File: config.mk
export PLATFORM = sky130hd
export DESIGN_NAME = cell_pos_writer
export DESIGN_NICKNAME = d
export VERILOG_FILES = /design/src/rtl/cell_pos_writer_pkg.sv /design/src/rtl/cell_pos_writer.sv
export SDC_FILE = /design/constraint.sdc
export NUM_CORES = 1
export LEC_CHECK = 0
export ABC_AREA = 1
export BUFFER_PORTS_ARGS = -buffer_cell sky130_fd_sc_hd__buf_2
export CAP_MARGIN = 20
export CORE_AREA = 2 2 108 136
export DETAILED_ROUTE_END_ITERATION = 7
export DIE_AREA = 0 0 110 138
export PLACE_DENSITY = 0.77
export SYNTH_ARGS = -nofsm -noshare
export SYNTH_HDL_FRONTEND = slang
export SYNTH_SLANG_ARGS = --single-unit
File: constraint.sdc
create_clock -name clock -period 4.2 [get_ports clock]
set_input_delay 0.84 -clock clock [delete_from_list [all_inputs] [get_ports clock]]
set_output_delay 0.84 -clock clock [all_outputs]
set_load 0.01 [all_outputs]
File: src/rtl/cell_pos_writer_pkg.sv
// cell_pos_writer_pkg: default widths and FSM state encoding for the cell position writer.
// The count word written to address 0 carries the particle count in its LSBs, upper bits zero.
package cell_pos_writer_pkg;
  localparam int DEF_DATA_WIDTH = 32 * 3;
  localparam int DEF_ADDR_WIDTH = 8;
  typedef enum logic [1:0] {
    IDLE   = 2'd0,
    FILL   = 2'd1,
    COMMIT = 2'd2
  } state_t;
endpackage

File: src/rtl/cell_pos_writer.sv
// cell_pos_writer: streams particle positions into one cell memory (addr 1..N), then writes the count to addr 0.
// Ports: clock/rst (async high); start/flush pulses; in_valid/in_ready/in_data/in_last position stream;
// mem_address/mem_data/mem_wren/mem_rden memory pins; done pulse; count and sticky overflow status.
module cell_pos_writer
  import cell_pos_writer_pkg::*;
#(
  parameter int DATA_WIDTH   = DEF_DATA_WIDTH,
  parameter int PARTICLE_NUM = 220,
  parameter int ADDR_WIDTH   = DEF_ADDR_WIDTH
) (
  input  logic                  clock,
  input  logic                  rst,
  input  logic                  start,
  input  logic                  flush,
  input  logic                  in_valid,
  output logic                  in_ready,
  input  logic [DATA_WIDTH-1:0] in_data,
  input  logic                  in_last,
  output logic [ADDR_WIDTH-1:0] mem_address,
  output logic [DATA_WIDTH-1:0] mem_data,
  output logic                  mem_wren,
  output logic                  mem_rden,
  output logic                  done,
  output logic [ADDR_WIDTH-1:0] count,
  output logic                  overflow
);
  localparam logic [ADDR_WIDTH-1:0] CAP = ADDR_WIDTH'(PARTICLE_NUM - 1);
  state_t state, next;
  logic [ADDR_WIDTH-1:0] ptr;
  logic acc;
  assign in_ready = state == FILL;
  assign acc = in_valid & in_ready;
  assign mem_rden = 1'b0;
  always_comb begin
    next = state == IDLE ? (start ? FILL : IDLE) :
           state == FILL ? (start ? FILL : ((acc & in_last) | flush) ? COMMIT : FILL) : IDLE;
  end
  always_ff @(posedge clock or posedge rst) begin
    if (rst) state <= IDLE;
    else state <= next;
  end
  // start outside COMMIT (re)opens a fill; a beat arriving with that start is discarded with the aborted fill
  always_ff @(posedge clock or posedge rst) begin
    if (rst) begin
      ptr <= '0;
      count <= '0;
      overflow <= 1'b0;
      mem_address <= '0;
      mem_data <= '0;
      mem_wren <= 1'b0;
      done <= 1'b0;
    end else begin
      mem_wren <= 1'b0;
      done <= 1'b0;
      if (start && state != COMMIT) begin
        ptr <= ADDR_WIDTH'(1);
        count <= '0;
        overflow <= 1'b0;
      end else if (acc) begin
        if (count < CAP) begin
          mem_address <= ptr;
          mem_data <= in_data;
          mem_wren <= 1'b1;
          ptr <= ptr + 1'b1;
          count <= count + 1'b1;
        end else overflow <= 1'b1;
      end else if (state == COMMIT) begin
        mem_address <= '0;
        mem_data <= DATA_WIDTH'(count);
        mem_wren <= 1'b1;
        done <= 1'b1;
      end
    end
  end
endmodule

# == Word level (Yosys, flattened, before mapping) ==
# Cells that the tools add are included.
# totals
ff_bits,125
out_inout_bits,117
wordCells,54
# op_classes
addsub,2
order_cmp,1
n_eq_ne,5
muxes,26
bitwise_logic,4
reduce_logical,8
# op_table
operator,n
$mux 96,3
$mux 8,9
$add 8x1->8 const B,2
$mux 1,10
$lt 8x8->1 const B,1
$mux 2,4
$reduce_bool 2->1,3
$ne 2x2->1 const B,2
$reduce_and 2->1,2
$reduce_and 3->1,1
$and 1x1->1,2
$eq 2x1->1 const B,1
$eq 2x2->1 const B,1
$logic_not 2->1,1
$ne 2x1->1 const B,1
$logic_and 1x1->1,1
$not 1->1,1
$or 1x1->1,1

# == Logic depth before layout (Yosys ltp) ==
# depth
depth_word,8
ltp_mapped,11

# == Worst setup path before layout ==
# OpenSTA, ideal clock, no wires.
# synth_path
path_type,input-to-reg
startpoint,input port in_valid
endpoint,register mem_data[5]
setup_time_ns,0.117
arrival_ns,1.626
path_slack_ns,2.457
path_stages,7
n_path_buf,2
path_cell_list,inv_1 -> nor2_2 -> nand3_4 -> buf_2 -> buf_2 -> nand4_1 -> nand2_1
# synth_between
elab_chain_cells,3
# synth_lines
item,line_no,rtl
start: declaration,cell_pos_writer.sv:15,"input logic in_valid,"
$and 1x1->1 *,cell_pos_writer.sv:32,assign acc = in_valid & in_ready;
$ne 2x1->1 (no line) / $reduce_bool 2->1 (equally long branches),--,
$reduce_and 3->1 (no line),--,
end signal: assignment,cell_pos_writer.sv:62,mem_data <= in_data;
end signal: assignment,cell_pos_writer.sv:69,mem_data <= DATA_WIDTH'(count);
end: declaration,cell_pos_writer.sv:20,"output logic [DATA_WIDTH-1:0] mem_data,"
# Mark *: on every way between the ends. The rest lies on a longest branch, timed or not.
# A chain may end at the register's enable or synchronous reset.

# == Final worst setup path ==
# layout_path
startpoint,register state[1]
endpoint,register mem_data[2]
# layout_between
elab_chain_cells,4
# layout_lines
item,line_no,rtl
start: declaration,cell_pos_writer.sv:28,"state_t state, next;"
start signal: assignment,cell_pos_writer.sv:40,else state <= next;
$eq 2x1->1 / $ne 2x2->1 (equally long branches),"cell_pos_writer.sv:31, cell_pos_writer.sv:55",
$and 1x1->1 / $logic_and 1x1->1 (equally long branches),"cell_pos_writer.sv:32, cell_pos_writer.sv:55",
$ne 2x1->1 (no line) (tied with other cells),--,
$reduce_and 3->1 (no line),--,
# Parallel ways exist; a longest one is shown, timed or not.

==> run_results.csv <==
group,metric,value,unit
synthesis,netlist_area,6280,µm²
detailed_routing,wl_per_cell,13.6,µm
synthesis,syn_inst,837,
clocking,insertion_delay,0.41,ns
placement,io_buffers,217,
setup_path,cp_num_cells,6,
clocking,cts_tree,"built",
sta,slew_violations,0,
synthesis,synth_common_cells,"nand2_1 (281), dfrtp_1 (125), inv_1 (112), nand4_1 (103), nor2_1 (101)",
cells_and_area,finalNetCount,1124,
synthesis,synth_area_leaders,"dfrtp_1 (50%), nand2_1 (17%), nand4_1 (10%)",
cells_and_area,fillCellCount,1308,
detailed_routing,viasPerCell,4.97,
setup_path,crit_path_top_delay_cell,"buf_4",
setup_path,required,4.53,ns
clocking,ctsResizeCount,0,
detailed_routing,drc,0,
global_route,gr-usage-all-layers,22.1,%
floorplanning,die_w,110,µm
setup_path,path_delay_family,"simple AND/OR/NAND/NOR gates",
clocking,cts_setup_buffers,0,
global_route,grt_max_degree,105,
setup_path,cp-start-kind,"flop",
min_path,holdPathStages,2,
global_route,overflow,0,
synthesis,yosys.area.top_type,"dfrtp_1",
synthesis,synth_edf_count,0,
cells_and_area,final_core_util,56.9,%
sta,max_slew.worst_pin.slew,1.11,ns
clocking,numClockSinks,125,
setup_path,crit_fanout,89,
sta,setup_ws,1.61,ns
pwr,p_leak,4.96,nW
cells_and_area,seqCellArea,3130,µm²
synthesis,yosysSeqAreaShare,49.8,%
synthesis,synth_area_per_cell,7.51,µm²
outcome,outcome,"finished clean",
placement,hpwlAfterDp,10400,µm
synthesis,ys_ff_latch,125,
cells_and_area,drive_gt1_share,25.7,%
global_route,grt_pass1_wl,27100,µm
min_path,hp-class,"reg2reg",
global_route,grt_pass1_vias,5681,
floorplanning,fp.dieH,138,µm
sta,skew,0.00848,ns
setup_path,ff2ff_path_depth,6,
setup_path,max_stage_delay,0.72,ns
flow_run,max-cap-violations,0,
floorplanning,core_area,14000,µm²
clocking,numCtsBuffers,17,
detailed_routing,drt-initial-drc-count,424,
pwr,ir_worst_vdd,0.223,mV
detailed_routing,vias,6021,
synthesis,synth_most_common_cell,"nand2_1",
setup_path,worst-setup-path-type,"reg2reg",
clocking,hold_buffers,0,
sta,setup_tns,0,ns
cells_and_area,diodes,0,
setup_path,crit_top_cell,"nand2_4",
placement,gp_congestion,0.875,
floorplanning,die-area,15200,µm²
floorplanning,initial_core_util,44.8,%
synthesis,ys_types,24,
global_route,antenna_found_initial,1,
sta,timing.fmax,386,MHz
synthesis,yosysTopAreaCellShare,49.8,%
detailed_routing,drtAntennaViolNets,0,
setup_path,cp_data_arrival_time,2.92,ns
cells_and_area,multi_input_area,2430,µm²
synthesis,synthFlopType,"dfrtp_1",
clocking,root_buffer,"clkbuf_16",
detailed_routing,wl,16500,µm
sta,rsz0062_at_grt,"false",
placement,post-place-ws,1.30,ns
clocking,htree_num_levels,4,
synthesis,syn_nets,941,
setup_path,path_cells,"nor2_2 -> nand2_4 -> nand2_4 -> buf_4 -> nand4_1 -> nand2_1",
synthesis,ys_warn_count,0,
setup_path,end_kind,"flop",
synthesis,synthArstFlopShare,100,%
cells_and_area,area_growth,27.0,%
sta,setup_viol,0,
detailed_routing,dr.pass1.iters,5,
sta,period_minus_slack,2.59,ns
pwr,p_per_area,452,nW/µm²
clocking,clk_pin_slew_worst_paths,0.06,ns
sta,finalHoldViolCount,0,
floorplanning,rows,49,
floorplanning,io-pin-count,219,
sta,finalCritPeriodShare,61.7,%
sta,slew_headroom,25.8,%
setup_path,crit_buf_inv,1,
clocking,clock_path_buffers,2,
-- tightest hold or removal path, cell delays in order (launching register included) --
cell	delay, ns
dfrtp_1	0.34
nand2_1	0.05
nand2_1	0.04
-- state kept, by name (all words and copies together), names as in the netlist --
| signal | count |
|---|---|
| count | 8 |
| done | 1 |
| mem_address | 8 |
| mem_data | 96 |
| mem_wren | 1 |
| overflow | 1 |
| ptr | 8 |
| state | 2 |
-- placed cells by master, fill, tap and decap left out --
cell          n
nand2_1     281
buf_2       217
dfrtp_1     125
inv_1       111
nand4_1     103
nor2_1      101
nand3_1      20
clkbuf_16    17
o21ai_0      11
buf_4         5
clkinvlp_4    4
nand2_4       3
a21oi_1       3
xor2_1        3
bufinv_16     3
nor2_2        2
nand3_4       2
o21bai_1      2
nand3b_1      2
ha_1          2
inv_6         2
clkinv_4      2
clkinv_2      2
buf_12        2
inv_2         1
nand2_2       1
a21o_1        1
o22ai_1       1
inv_4         1
conb_1        1
clkbuf_8      1
clkbuf_1      1
-- per-stage QoR --
| stage | area [µm²] | power [mW] | hold WS, ns | cells |
|---|---|---|---|---|
| after floorplan | 6280 | 1.86 | 0.474 | 837 |
| after global placement | 7380 | 2.12 | 0.449 | 1179 |
| after detailed placement | 7380 | 2.14 | 0.453 | 1179 |
| after CTS | 7980 | 3.65 | 0.468 | 1211 |
| after global routing | 7980 | 3.79 | 0.485 | 1211 |
| final | 7980 | 3.61 | 0.463 | 1211 |
-- path summary, 6_finish.rpt --
check                                         start                         end  slack, ns
max                              state[1]$_DFF_PP0_     mem_data[2]$_DFFE_PP0P_       1.61
min                        mem_data[76]$_DFFE_PP0P_    mem_data[76]$_DFFE_PP0P_       0.46
max reg2reg                      state[1]$_DFF_PP0_     mem_data[2]$_DFFE_PP0P_       1.61
min reg2reg                mem_data[76]$_DFFE_PP0P_    mem_data[76]$_DFFE_PP0P_       0.46
max in group asynchronous                       rst  mem_address[1]$_DFFE_PP0P_       2.75
min in group asynchronous                       rst    mem_data[39]$_DFFE_PP0P_       0.65
-- cell type report --
class                   instances  share of cell area, %
multi-input cells             539                   30.5
inverters                     113                   5.34
repair buffers                224                   14.6
flip-flops and latches        125                   39.2
clock buffers                  19                   5.55
clock inverters                13                   2.07
well taps                     178                   2.79
-- routing by layer --
metal | wire [µm] | track usage [%] | up-vias
met4 | 704 | 11.0 | 2
met1 | 6870 | 29.0 | 2733
met5 | 13 | 0 | -
met3 | 968 | 4.76 | 53
met2 | 7970 | 34.4 | 247
li1 | - | - | 2986
-- cells by family after synthesis --
family | after synthesis | share of synthesized area (%)
xor gates and xnor gates | 3 | 0.418
buffers and inverters | 173 | 11.7
adders and majority gates | 2 | 0.398
DFF | 125 | 49.8
and+or+nand+nor | 515 | 36.1
AOI/OAI and AO/OA | 18 | 1.57
other | 1 | 0.0597
-- report_power, final --
part / total, mW / switching [mW] / internal, mW
logic: 0.660 / 0.423 / 0.237
registers: 1.45 / 0.0896 / 1.36
clock network: 1.50 / 0.543 / 0.952
total: 3.61 / 1.06 / 2.55
No activity file was read; power rests on OpenSTA's default activity.
